==> src/rtl/core_ready_queue_if.sv <==
// Handshake bundle between enqueue requesters / scheduler (master) and the ready queue (slave).
interface core_ready_queue_if #(
  parameter int CORES = 4,
  parameter int PORTS = 2
);
  localparam int IDW  = $clog2(CORES);
  localparam int CNTW = $clog2(CORES + 1);

  logic [PORTS*IDW-1:0] enqueue_id;
  logic [PORTS-1:0]     enqueue_valid;
  logic [IDW-1:0]       current_id;
  logic                 current_valid;
  logic                 current_consume;
  logic [CNTW-1:0]      count;
  logic [CORES-1:0]     pending;
  logic                 dup_drop;

  modport master (
    output enqueue_id, enqueue_valid, current_consume,
    input  current_id, current_valid, count, pending, dup_drop
  );

  modport slave (
    input  enqueue_id, enqueue_valid, current_consume,
    output current_id, current_valid, count, pending, dup_drop
  );
endinterface

==> src/rtl/core_ready_queue.sv <==
// Multi-port FIFO of ready core IDs; each ID is held at most once, so the queue cannot overflow.
module core_ready_queue #(
  parameter int CORES = 4,
  parameter int PORTS = 2
) (
  input  logic               clk,
  input  logic               reset_n,
  core_ready_queue_if.slave  q_if
);
  localparam int IDW  = $clog2(CORES);
  localparam int CNTW = $clog2(CORES + 1);

  logic [IDW-1:0]   buffer_q [CORES];
  logic [IDW-1:0]   buffer_d [CORES];
  logic [IDW-1:0]   head_q, head_d;
  logic [IDW-1:0]   tail_q, tail_d;
  logic [CNTW-1:0]  count_q, count_d;
  logic [CORES-1:0] pending_q, pending_d;
  logic             dup_drop_q, dup_drop_d;

  logic             pop;
  logic [IDW-1:0]   req_id;
  logic [IDW-1:0]   wr_ptr;
  logic [CNTW-1:0]  acc_cnt;
  logic             reject;

  // CORES need not be a power of two, so pointers wrap explicitly.
  function automatic logic [IDW-1:0] ptr_inc(input logic [IDW-1:0] ptr);
    return (ptr == IDW'(CORES - 1)) ? '0 : ptr + 1'b1;
  endfunction

  always_comb begin
    buffer_d   = buffer_q;
    head_d     = head_q;
    pending_d  = pending_q;
    wr_ptr     = tail_q;
    acc_cnt    = '0;
    reject     = 1'b0;
    req_id     = '0;
    pop        = q_if.current_consume && (count_q != '0);

    if (pop) begin
      pending_d[buffer_q[head_q]] = 1'b0;
      head_d = ptr_inc(head_q);
    end

    // Pending bits are updated per accepted port, which also suppresses same-cycle duplicates.
    for (int p = 0; p < PORTS; p++) begin
      req_id = q_if.enqueue_id[p*IDW +: IDW];
      if (q_if.enqueue_valid[p]) begin
        if ((CNTW'(req_id) < CNTW'(CORES)) && !pending_d[req_id]) begin
          pending_d[req_id] = 1'b1;
          buffer_d[wr_ptr]  = req_id;
          wr_ptr            = ptr_inc(wr_ptr);
          acc_cnt           = acc_cnt + 1'b1;
        end else begin
          reject = 1'b1;
        end
      end
    end

    tail_d     = wr_ptr;
    count_d    = count_q - CNTW'(pop) + acc_cnt;
    dup_drop_d = reject;
  end

  always_ff @(posedge clk) begin
    if (!reset_n) begin
      head_q     <= '0;
      tail_q     <= '0;
      count_q    <= '0;
      pending_q  <= '0;
      dup_drop_q <= 1'b0;
    end else begin
      head_q     <= head_d;
      tail_q     <= tail_d;
      count_q    <= count_d;
      pending_q  <= pending_d;
      dup_drop_q <= dup_drop_d;
    end
  end

  always_ff @(posedge clk) begin
    buffer_q <= buffer_d;
  end

  assign q_if.current_valid = (count_q != '0);
  assign q_if.current_id    = q_if.current_valid ? buffer_q[head_q] : '0;
  assign q_if.count         = count_q;
  assign q_if.pending       = pending_q;
  assign q_if.dup_drop      = dup_drop_q;
endmodule
==> src/flat_wrapper.sv <==
// flat-port wrapper written by rule: the top's interface ports become plain ports
module core_ready_queue_flat 
#(
  parameter int CORES = 4,
  parameter int PORTS = 2
)
  (clk, reset_n, q_if_enqueue_id, q_if_enqueue_valid, q_if_current_consume, q_if_current_id, q_if_current_valid, q_if_count, q_if_pending, q_if_dup_drop);
  core_ready_queue_if #(.CORES(CORES), .PORTS(PORTS)) q_if_i ();
  input  logic clk;
  input  logic reset_n;
  input wire logic [$bits(q_if_i.enqueue_id)-1:0] q_if_enqueue_id;
  input wire logic [$bits(q_if_i.enqueue_valid)-1:0] q_if_enqueue_valid;
  input wire logic [$bits(q_if_i.current_consume)-1:0] q_if_current_consume;
  output wire logic [$bits(q_if_i.current_id)-1:0] q_if_current_id;
  output wire logic [$bits(q_if_i.current_valid)-1:0] q_if_current_valid;
  output wire logic [$bits(q_if_i.count)-1:0] q_if_count;
  output wire logic [$bits(q_if_i.pending)-1:0] q_if_pending;
  output wire logic [$bits(q_if_i.dup_drop)-1:0] q_if_dup_drop;
  assign q_if_i.enqueue_id = q_if_enqueue_id;
  assign q_if_i.enqueue_valid = q_if_enqueue_valid;
  assign q_if_i.current_consume = q_if_current_consume;
  assign q_if_current_id = q_if_i.current_id;
  assign q_if_current_valid = q_if_i.current_valid;
  assign q_if_count = q_if_i.count;
  assign q_if_pending = q_if_i.pending;
  assign q_if_dup_drop = q_if_i.dup_drop;
  core_ready_queue #(.CORES(CORES), .PORTS(PORTS)) u_core (.clk(clk), .reset_n(reset_n), .q_if(q_if_i));
endmodule
==> config.mk <==
export PLATFORM = sky130hd
export DESIGN_NAME = core_ready_queue_flat
export DESIGN_NICKNAME = d
export VERILOG_FILES = /design/src/rtl/core_ready_queue_if.sv /design/src/rtl/core_ready_queue.sv /design/src/flat_wrapper.sv
export SDC_FILE = /design/constraint.sdc
export NUM_CORES = 1
export LEC_CHECK = 0
export ABC_AREA = 1
export CAP_MARGIN = 25
export CORE_ASPECT_RATIO = 1.25
export CORE_MARGIN = 1.5
export CORE_UTILIZATION = 49
export CTS_BUF_LIST = sky130_fd_sc_hd__clkbuf_4
export CTS_CLUSTER_DIAMETER = 150
export CTS_CLUSTER_SIZE = 30
export DETAILED_ROUTE_END_ITERATION = 12
export GPL_TIMING_DRIVEN = 0
export PLACE_DENSITY = 0.76
export SETUP_SLACK_MARGIN = 0.02
export SLEW_MARGIN = 20
export SYNTH_ARGS = -nofsm -noshare
export SYNTH_HDL_FRONTEND = slang
export SYNTH_SLANG_ARGS = --single-unit
==> constraint.sdc <==
create_clock -name clk -period 8.3 [get_ports clk]
set_clock_uncertainty 0.2 [all_clocks]
set_input_delay 2.49 -clock clk [delete_from_list [all_inputs] [get_ports clk]]
set_output_delay 2.49 -clock clk [all_outputs]
set_load 0.005 [all_outputs]
Word-level counts from Yosys, hierarchy flattened

Index checks and enable logic that the tools add are counted.

Register bits: 20

Multiplexer cells: 44
Add/sub/neg operators: 6
Order comparisons: 11
Bitwise operators: 7
Reduce and logical (&&, ||, !) cells: 7
Eq/ne operators: 3

Operators with widths:

| operator                                            | number |
|---|---|
| two-way mux 8 bit                                   | 4 |
| two-way mux 2 bit                                   | 12 |
| two-way mux 4 bit                                   | 5 |
| bitwise mux 8 bit                                   | 2 |
| two-way mux 1 bit                                   | 10 |
| >= comparator 3 bit, second input constant          | 3 |
| < comparator 2 x 3 -> 1 bit, second input constant  | 3 |
| two-way mux 3 bit                                   | 3 |
| NOT 2 -> 3 bit                                      | 3 |
| demux 2 bit (select 2 bit)                          | 2 |
| OR 4 bit                                            | 2 |
| adder 2 x 1 -> 2 bit, second input constant         | 3 |
| demux 1 bit (select 2 bit)                          | 3 |
| equality test 2 bit, second input constant          | 3 |
| >= comparator 2 x 1 -> 1 bit, second input constant | 3 |
| logical AND 1 bit                                   | 6 |
| < comparator 3 x 1 -> 1 bit, second input constant  | 2 |
| AND 4 bit                                           | 1 |
| binary-select mux 1 bit (select 2 bit)              | 2 |
| binary-select mux 2 bit (select 2 bit)              | 1 |
| NOT 4 bit                                           | 1 |
| adder 3 x 1 -> 3 bit, second input constant         | 1 |
| adder 3 bit                                         | 1 |
| nonzero test 3 bit                                  | 1 |
| subtractor 3 x 1 -> 3 bit                           | 1 |

Longest topological paths before layout

Gate-level depths: netlist of run 1.

Depth in word-level cells: 23
Mapped depth: 18
Mapped depth without buffers: 18

Worst setup path before layout of run 1

Ideal clock, no wire load.

Path type: input -> register
From: input port q_if_current_consume
To: register u_core.count_q[2] (netlist: u_core.q_if.count[2])
Buffers on the path: 0
Required time: 7.980 ns
Arrival: 4.389 ns
Library setup time: 0.120 ns
Cell stages on the path: 14
Path slack: 3.591 ns
Cells stage by stage: a21boi_4 > nand3_1 > nand2_1 > o21ai_0 > nand2_1 > nand2_2 > nor2_4 > ha_1 > nand2_1 > ha_1 > inv_1 > fa_1 > o21ai_0 > a21oi_1

Longest elaborated chain between the ends: 11
Elaborated cells between the ends (all ways): 16
Those cells by class: 3 x add/sub; 11 x mux; 1 x bitwise; 1 x reduce/logical

RTL lines:

| element                                                                      | RTL line               | text |
|---|---|---|
| start, declared                                                              | flat_wrapper.sv:13     | `input wire logic [$bits(q_if_i.current_consume)-1:0] q_if_current_consume;` |
| logical AND 1 bit *                                                          | core_ready_queue.sv:40 | `pop = q_if.current_consume && (count_q != '0);` |
| parallel branches: the longest is 9 deep, another holds adder 3 x 1 -> 3 bit | --                     |  |
| adder 3 bit *                                                                | core_ready_queue.sv:63 | `count_d = count_q - CNTW'(pop) + acc_cnt;` |
| end signal, assigned                                                         | core_ready_queue.sv:77 | `count_q <= count_d;` |
| end, declared                                                                | core_ready_queue.sv:17 | `logic [CNTW-1:0] count_q, count_d;` |

Mark *: on every way between the ends. The select of a mux whose other input is x is not followed.
A chain may end at the register's enable or synchronous reset.

Worst setup path after layout of run 1

Ends and elaborated chain as after synthesis.

==> impl_metrics.env, run 1 <==
export IMPL_synthDistinctLibCells=25
export IMPL_startpoint="q_if_current_consume"
export IMPL_finalSetupTns_ns=0
export IMPL_final_util_pct=59.81
export IMPL_grt_pass1_vias=1273
export IMPL_clkSinkCount=20
export IMPL_ys_top_cells_by_area="dfxtp_1 26%, nand2_1 17%, ha_1 10%, inv_1 9.4%, nand3_1 5.2%"
export IMPL_synth_simple_gate_area_share_pct=40.60
export IMPL_hp_class="reg -> reg"
export IMPL_synth_async_reset_ratio_pct=0
export IMPL_swShare_pct=43.60
export IMPL_min_period_over_period_pct=61.22
export IMPL_wl_um=3126
export IMPL_row_count=22
export IMPL_synth_top_cells_by_count="72 x nand2_1, 39 x inv_1, 20 x dfxtp_1, 16 x nand3_1, 15 x o21ai_0"
export IMPL_hold_ws_ns=0.3700
export IMPL_multi_input_area_um2=978.4
export IMPL_nFillCells=301
export IMPL_critPathCaptureType="flop"
export IMPL_antenna_found_initial=0
export IMPL_layout_drive_gt1_share_pct=14.57
export IMPL_syn_area_um2=1550
export IMPL_dieArea_um2=3512
export IMPL_reg2reg_to="u_core.q_if.count[2]"
export IMPL_antenna_left=0
export IMPL_slew_violations=0
export IMPL_r2r_setup_slack_ns=5.26
export IMPL_grt_pass1_wl_um=5306
export IMPL_outcome="finished, final reports clean"
export IMPL_ys_ff_latch=20
export IMPL_crit_arrival_ns=5.10
export IMPL_yosysSeqAreaShare_pct=25.83
export IMPL_final_area_um2=1778
export IMPL_cts_path_max_buffers=2
export IMPL_maxCapViolCount=0
export IMPL_yosysMostFrequentCell="nand2_1"
export IMPL_ys_warn_count=0
export IMPL_dr_first_iter_drc_count=40
export IMPL_avgSynthCellArea_um2=6.597
export IMPL_htreeDepth=1
export IMPL_die_h_um=65.89
export IMPL_placed_area_um2=1755
export IMPL_numPortBuffers=16
export IMPL_tightest_slew_ns=0.4670
export IMPL_first_pass_iters=6
export IMPL_critPathKind="in -> reg"
export IMPL_cts_clk_slew_worst_paths_ns=0.12
export IMPL_antennaDiodeCount=0
export IMPL_finalSetupViolations=0
export IMPL_synth_area_mux_share_pct=0
export IMPL_power_frac_clock_pct=10.9
export IMPL_slew_headroom_pct=68.87
export IMPL_drc=0
export IMPL_cts_setup_buffers=0
export IMPL_seq_power_share_pct=34.4
export IMPL_synthCells=235
export IMPL_yosys_area_top_type_share_pct=25.83
export IMPL_grt_max_degree=11
export IMPL_globalRoute_totalOverflow=0
export IMPL_synth_compound_area_share_pct=10.17
export IMPL_synth_top_family_by_area="simple AND/OR/NAND/NOR gates"
export IMPL_critPathMaxFanout=6
export IMPL_vias=1426
export IMPL_synth_edf_count=0
export IMPL_synth_fp_nets=258
export IMPL_peakVddDrop_v=0.0001746
export IMPL_dpl_hpwl_um=2481
export IMPL_clkLatencyLatePin_ns=0.32
export IMPL_switchingPower_mw=0.1980
export IMPL_power_mw=0.4540
export IMPL_critPathLaunchType="primary input"
export IMPL_regArea_um2=400.4
export IMPL_post_route_min_period_ns=5.081
export IMPL_synth_fa_ha_area_share_pct=11.78
export IMPL_worst_r2r_cell_count=17
export IMPL_start_util_pct=52.15
export IMPL_rsz0062_at_grt="false"
export IMPL_hold_buffers=0
export IMPL_clock_fmax_ghz=0.1968
export IMPL_cts_root_buf="clkbuf_4"
export IMPL_wl_per_cell_um=10.78
export IMPL_worstPathRequired_ns=8.32
export IMPL_yosysTopAreaCell="dfxtp_1"
export IMPL_post_cts_resized=0
export IMPL_gp_congestion=0.8278
export IMPL_synth_xor_xnor_area_share_pct=0.5650
export IMPL_worstReg2RegStart="u_core.head_q[0]"
export IMPL_p_leak_nw=0.9315
export IMPL_cts_tree="yes"
export IMPL_internal_power_mw=0.2561
export IMPL_grt_usage_pct=20.59
export IMPL_core_area_um2=2973
export IMPL_final_nets=279
export IMPL_die_w_um=53.31
export IMPL_cts_made_buffers=3
export IMPL_ys_flop_type="dfxtp_1"
export IMPL_io_pins=20
export IMPL_power_frac_comb_pct=54.7
export IMPL_endpoint="u_core.q_if.count[2]"
export IMPL_area_growth_pct=14.69
export IMPL_hold_viol=0
export IMPL_power_density_nw_per_um2=255.4
export IMPL_via_per_inst=4.917
## flip-flops by register name, summed over array words and instances (netlist names)
register / flops
u_core.tail_q: 2
u_core.buffer_q: 8
u_core.q_if.count: 3
u_core.head_q: 2
u_core.q_if.pending: 4
u_core.q_if.dup_drop: 1
## critical path, stage by stage
cell and delay (ns):
clkdlybuf4s50_1 0.46, a21boi_4 0.26, nand3_1 0.13, nand2_1 0.07
o21ai_0 0.10, nand2_1 0.10, nand2_2 0.07, nor2_4 0.19
ha_1 0.27, nand2_1 0.06, o21ai_0 0.09, ha_1 0.22
fa_1 0.37, o21ai_0 0.17, a21oi_1 0.05
## cell type report
type,count,share of cell area (%)
buffer,4,1.196
clock buffer,3,1.267
inverter,40,8.445
multi-input combinational,171,55.03
tap,36,2.533
sequential,20,22.52
timing repair buffer,16,9.008
## worst min path at each step
stage / slack [ns] / from / to / depth (start not counted)
global route: 0.43 / u_core.buffer_q[6] / u_core.buffer_q[6] / 4
CTS: 0.37 / u_core.buffer_q[6] / u_core.buffer_q[6] / 4
global placement: 0.34 / u_core.buffer_q[6] / u_core.buffer_q[6] / 4
floorplan: 0.32 / u_core.buffer_q[0] / u_core.buffer_q[0] / 4
finish: 0.37 / u_core.buffer_q[6] / u_core.buffer_q[6] / 4
detailed placement: 0.35 / u_core.buffer_q[6] / u_core.buffer_q[6] / 4
## cell families (layout without fill, tap and decap cells)
kind of cell / Yosys count / after routing
AND/OR/NAND/NOR: 129 / 129
buffers and inverters: 44 / 63
AO/OA/AOI/OAI: 27 / 27
flip-flops: 20 / 20
adder cells (fa/ha/maj): 14 / 14
XOR/XNOR: 1 / 1
## power groups by stage
stage | combinational, mW | clock (mW) | sequential, mW
after detailed placement | 0.249 | 0 | 0.158
after global placement | 0.245 | 0 | 0.158
after global routing | 0.289 | 0.0546 | 0.161
after floorplan | 0.179 | 0 | 0.152
after CTS | 0.250 | 0.0511 | 0.156
final | 0.248 | 0.0496 | 0.156
## routing by layer
layer | GRT usage (%) | vias up | share of wire, % | wire [um]
met5 | 0 | - | 0 | 0
met4 | 10.58 | 0 | 2.5 | 77
met1 | 24.44 | 631 | 46 | 1453
li1 | - | 765 | - | -
met3 | 1.357 | 5 | 3.0 | 94
met2 | 35.96 | 25 | 48 | 1501
## cell usage in the layout, fill, tap and decap left out, drive strengths merged
master         Yosys  final
nand2             84     84
o21ai             18     18
clkbuf             1      4
fa                 1      1
dfxtp             20     20
nor2              19     19
xor2               1      1
ha                13     13
a21boi             1      1
a21oi              6      6
inv               40     40
nand3             23     23
or2                3      3
clkdlybuf4s50      0     16
o21bai             2      2
buf                3      3
## through the flow
| stage | worst slack [ns] | instances |
|---|---|---|
| floorplan | 3.591 | 235 |
| global placement | 2.906 | 287 |
| detailed placement | 2.849 | 287 |
| CTS | 3.199 | 290 |
| global route | 2.987 | 290 |
| finish | 3.219 | 290 |
No activity file was read; power rests on OpenSTA's default activity.
==> inputs of run 2 (changes only) <==
==> constraint.sdc (replaced) <==
create_clock -name clk -period 5 [get_ports clk]
set_clock_uncertainty 0.2 [all_clocks]
set_input_delay 1.5 -clock clk [delete_from_list [all_inputs] [get_ports clk]]
set_output_delay 1.5 -clock clk [all_outputs]
set_load 0.005 [all_outputs]
==> results of run 2 <==
The final DEF is identical to that of run 1. Status: finished, final reports clean.
Among the figures that moved: setup slack after placement 2.849 ns -> 0.5391 ns; setup slack after layout 3.219 ns -> 0.9086 ns; register-to-register setup slack 5.26 ns -> 1.96 ns; total power 0.4540 mW -> 0.7537 mW; worst IR drop on VDD 0.0001746 V -> 0.0002898 V
==> RTL edit (flow settings as in run 1) <==
`PORTS` is set to 2 in 3 places; all go to 1.
--- a/src/rtl/core_ready_queue_if.sv
+++ b/src/rtl/core_ready_queue_if.sv
@@ -1,7 +1,7 @@
 // Handshake bundle between enqueue requesters / scheduler (master) and the ready queue (slave).
 interface core_ready_queue_if #(
   parameter int CORES = 4,
-  parameter int PORTS = 2
+  parameter int PORTS = 1
 );
   localparam int IDW  = $clog2(CORES);
   localparam int CNTW = $clog2(CORES + 1);
--- a/src/rtl/core_ready_queue.sv
+++ b/src/rtl/core_ready_queue.sv
@@ -1,7 +1,7 @@
 // Multi-port FIFO of ready core IDs; each ID is held at most once, so the queue cannot overflow.
 module core_ready_queue #(
   parameter int CORES = 4,
-  parameter int PORTS = 2
+  parameter int PORTS = 1
 ) (
   input  logic               clk,
   input  logic               reset_n,
--- a/src/flat_wrapper.sv
+++ b/src/flat_wrapper.sv
@@ -2,7 +2,7 @@
 module core_ready_queue_flat 
 #(
   parameter int CORES = 4,
-  parameter int PORTS = 2
+  parameter int PORTS = 1
 )
   (clk, reset_n, q_if_enqueue_id, q_if_enqueue_valid, q_if_current_consume, q_if_current_id, q_if_current_valid, q_if_count, q_if_pending, q_if_dup_drop);
   core_ready_queue_if #(.CORES(CORES), .PORTS(PORTS)) q_if_i ();
Interface: changed (resized q_if_enqueue_id and q_if_enqueue_valid); port bits go from 20 to 17. The function was not compared with the original's and may differ.
==> RTL edit against run 1 <==
  * Total power fell by 30%
  * Synthesized area fell by 25%
  * Clock power fell by 5.4%
  * Routed wire length fell by 37%
  * Sequential cell count did not move
  * Design area fell by 22%
  * Largest power group unchanged
  * Worst setup slack improved by 490 ps
  * Critical path depth fell by 3
  * Largest cell class unchanged
  * Register-to-register slack improved by 590 ps
==> RTL edit: results (changes against run 1) <==
| Metric | Value |
|---|---|
| Number of detailed-route iterations in the first pass | 4 (-2) |
| Wire length reported by the detailed router | 1970 um (-37%) |
| Hold Path Origin | u_core.tail_q[1] |
| Buffers, non-clock | 17 (-15%) |
| Worst-skew pair later-pin latency | 300 ps (-20 ps) |
| Leakage dissipation | 0.661 nW (-29%) |
| Number of cells traversed by the worst hold path | 2 (-2) |
| Post-synth EDFFs | 8 (+8) |
| First-pass GRT wire length | 3230 um (-39%) |
| PortBufs | 15 (-1) |
| Seq/total area | 0.348 (+0.123) |
| Weighted congestion at the end of routability-driven global placement | 0.725 (-12%) |
| Destination of the worst hold path | u_core.tail_q[1] |
| Commonest cells post-synth | 30 x sky130_fd_sc_hd__nand2_1, 27 x sky130_fd_sc_hd__inv_1, 12 x sky130_fd_sc_hd__dfxtp_1 |
| Final critical path time including I/O delays and setup | 4590 ps (-489 ps) |
| Tot GR Track Use | 0.170 (-0.0355) |
| Sequential share of the synthesized area | 0.412 (+0.154) |
| Count of non-CTS inverters in the layout | 29 (-28%) |
| Status | finished clean |
| Number of global-route vias before repair | 775 (-39%) |
| Worst-Margin Slew | 494 ps (+27.2 ps) |
| Mapped Nets | 154 (-40%) |
| Non-clock buffer contribution to total cell area | 0.115 (+0.0131) |
| Power in sequential cells | 0.129 mW (-17%) |
| Fill cell total of the finished layout | 212 (-30%) |
| Number of cells on the worst reg-to-reg path | 16 (-1) |
| Total area of multi-input combinational cells | 567 um^2 (-42%) |
-- RTL edit: routing by layer --
metal | vias to the layer above | wire length (um) | GRT usage
met2 | 11 | 1020 | 0.276
met3 | 5 | 60 | 0.0380
met5 | - | 0 | 0
met1 | 394 | 852 | 0.214
met4 | 0 | 41 | 0.0714
li1 | 474 | - | -
-- RTL edit: cells by family after synthesis --
kind of cell             Yosys count  synth area share
adder cells (fa/ha/maj)            8            0.0924
XOR/XNOR                           1           0.00752
AO/OA/AOI/OAI                     13            0.0677
AND/OR/NAND/NOR                   67             0.319
buffers and inverters             31             0.101
flip-flops                        20             0.412
-- RTL edit: per-stage QoR --
stage / cell area (um^2) / instances
2_1_floorplan: 1160 / 140
3_3_place_gp: 1350 / 186
3_5_place_dp: 1350 / 186
4_1_cts: 1380 / 190
5_1_grt: 1380 / 190
6_report: 1380 / 190
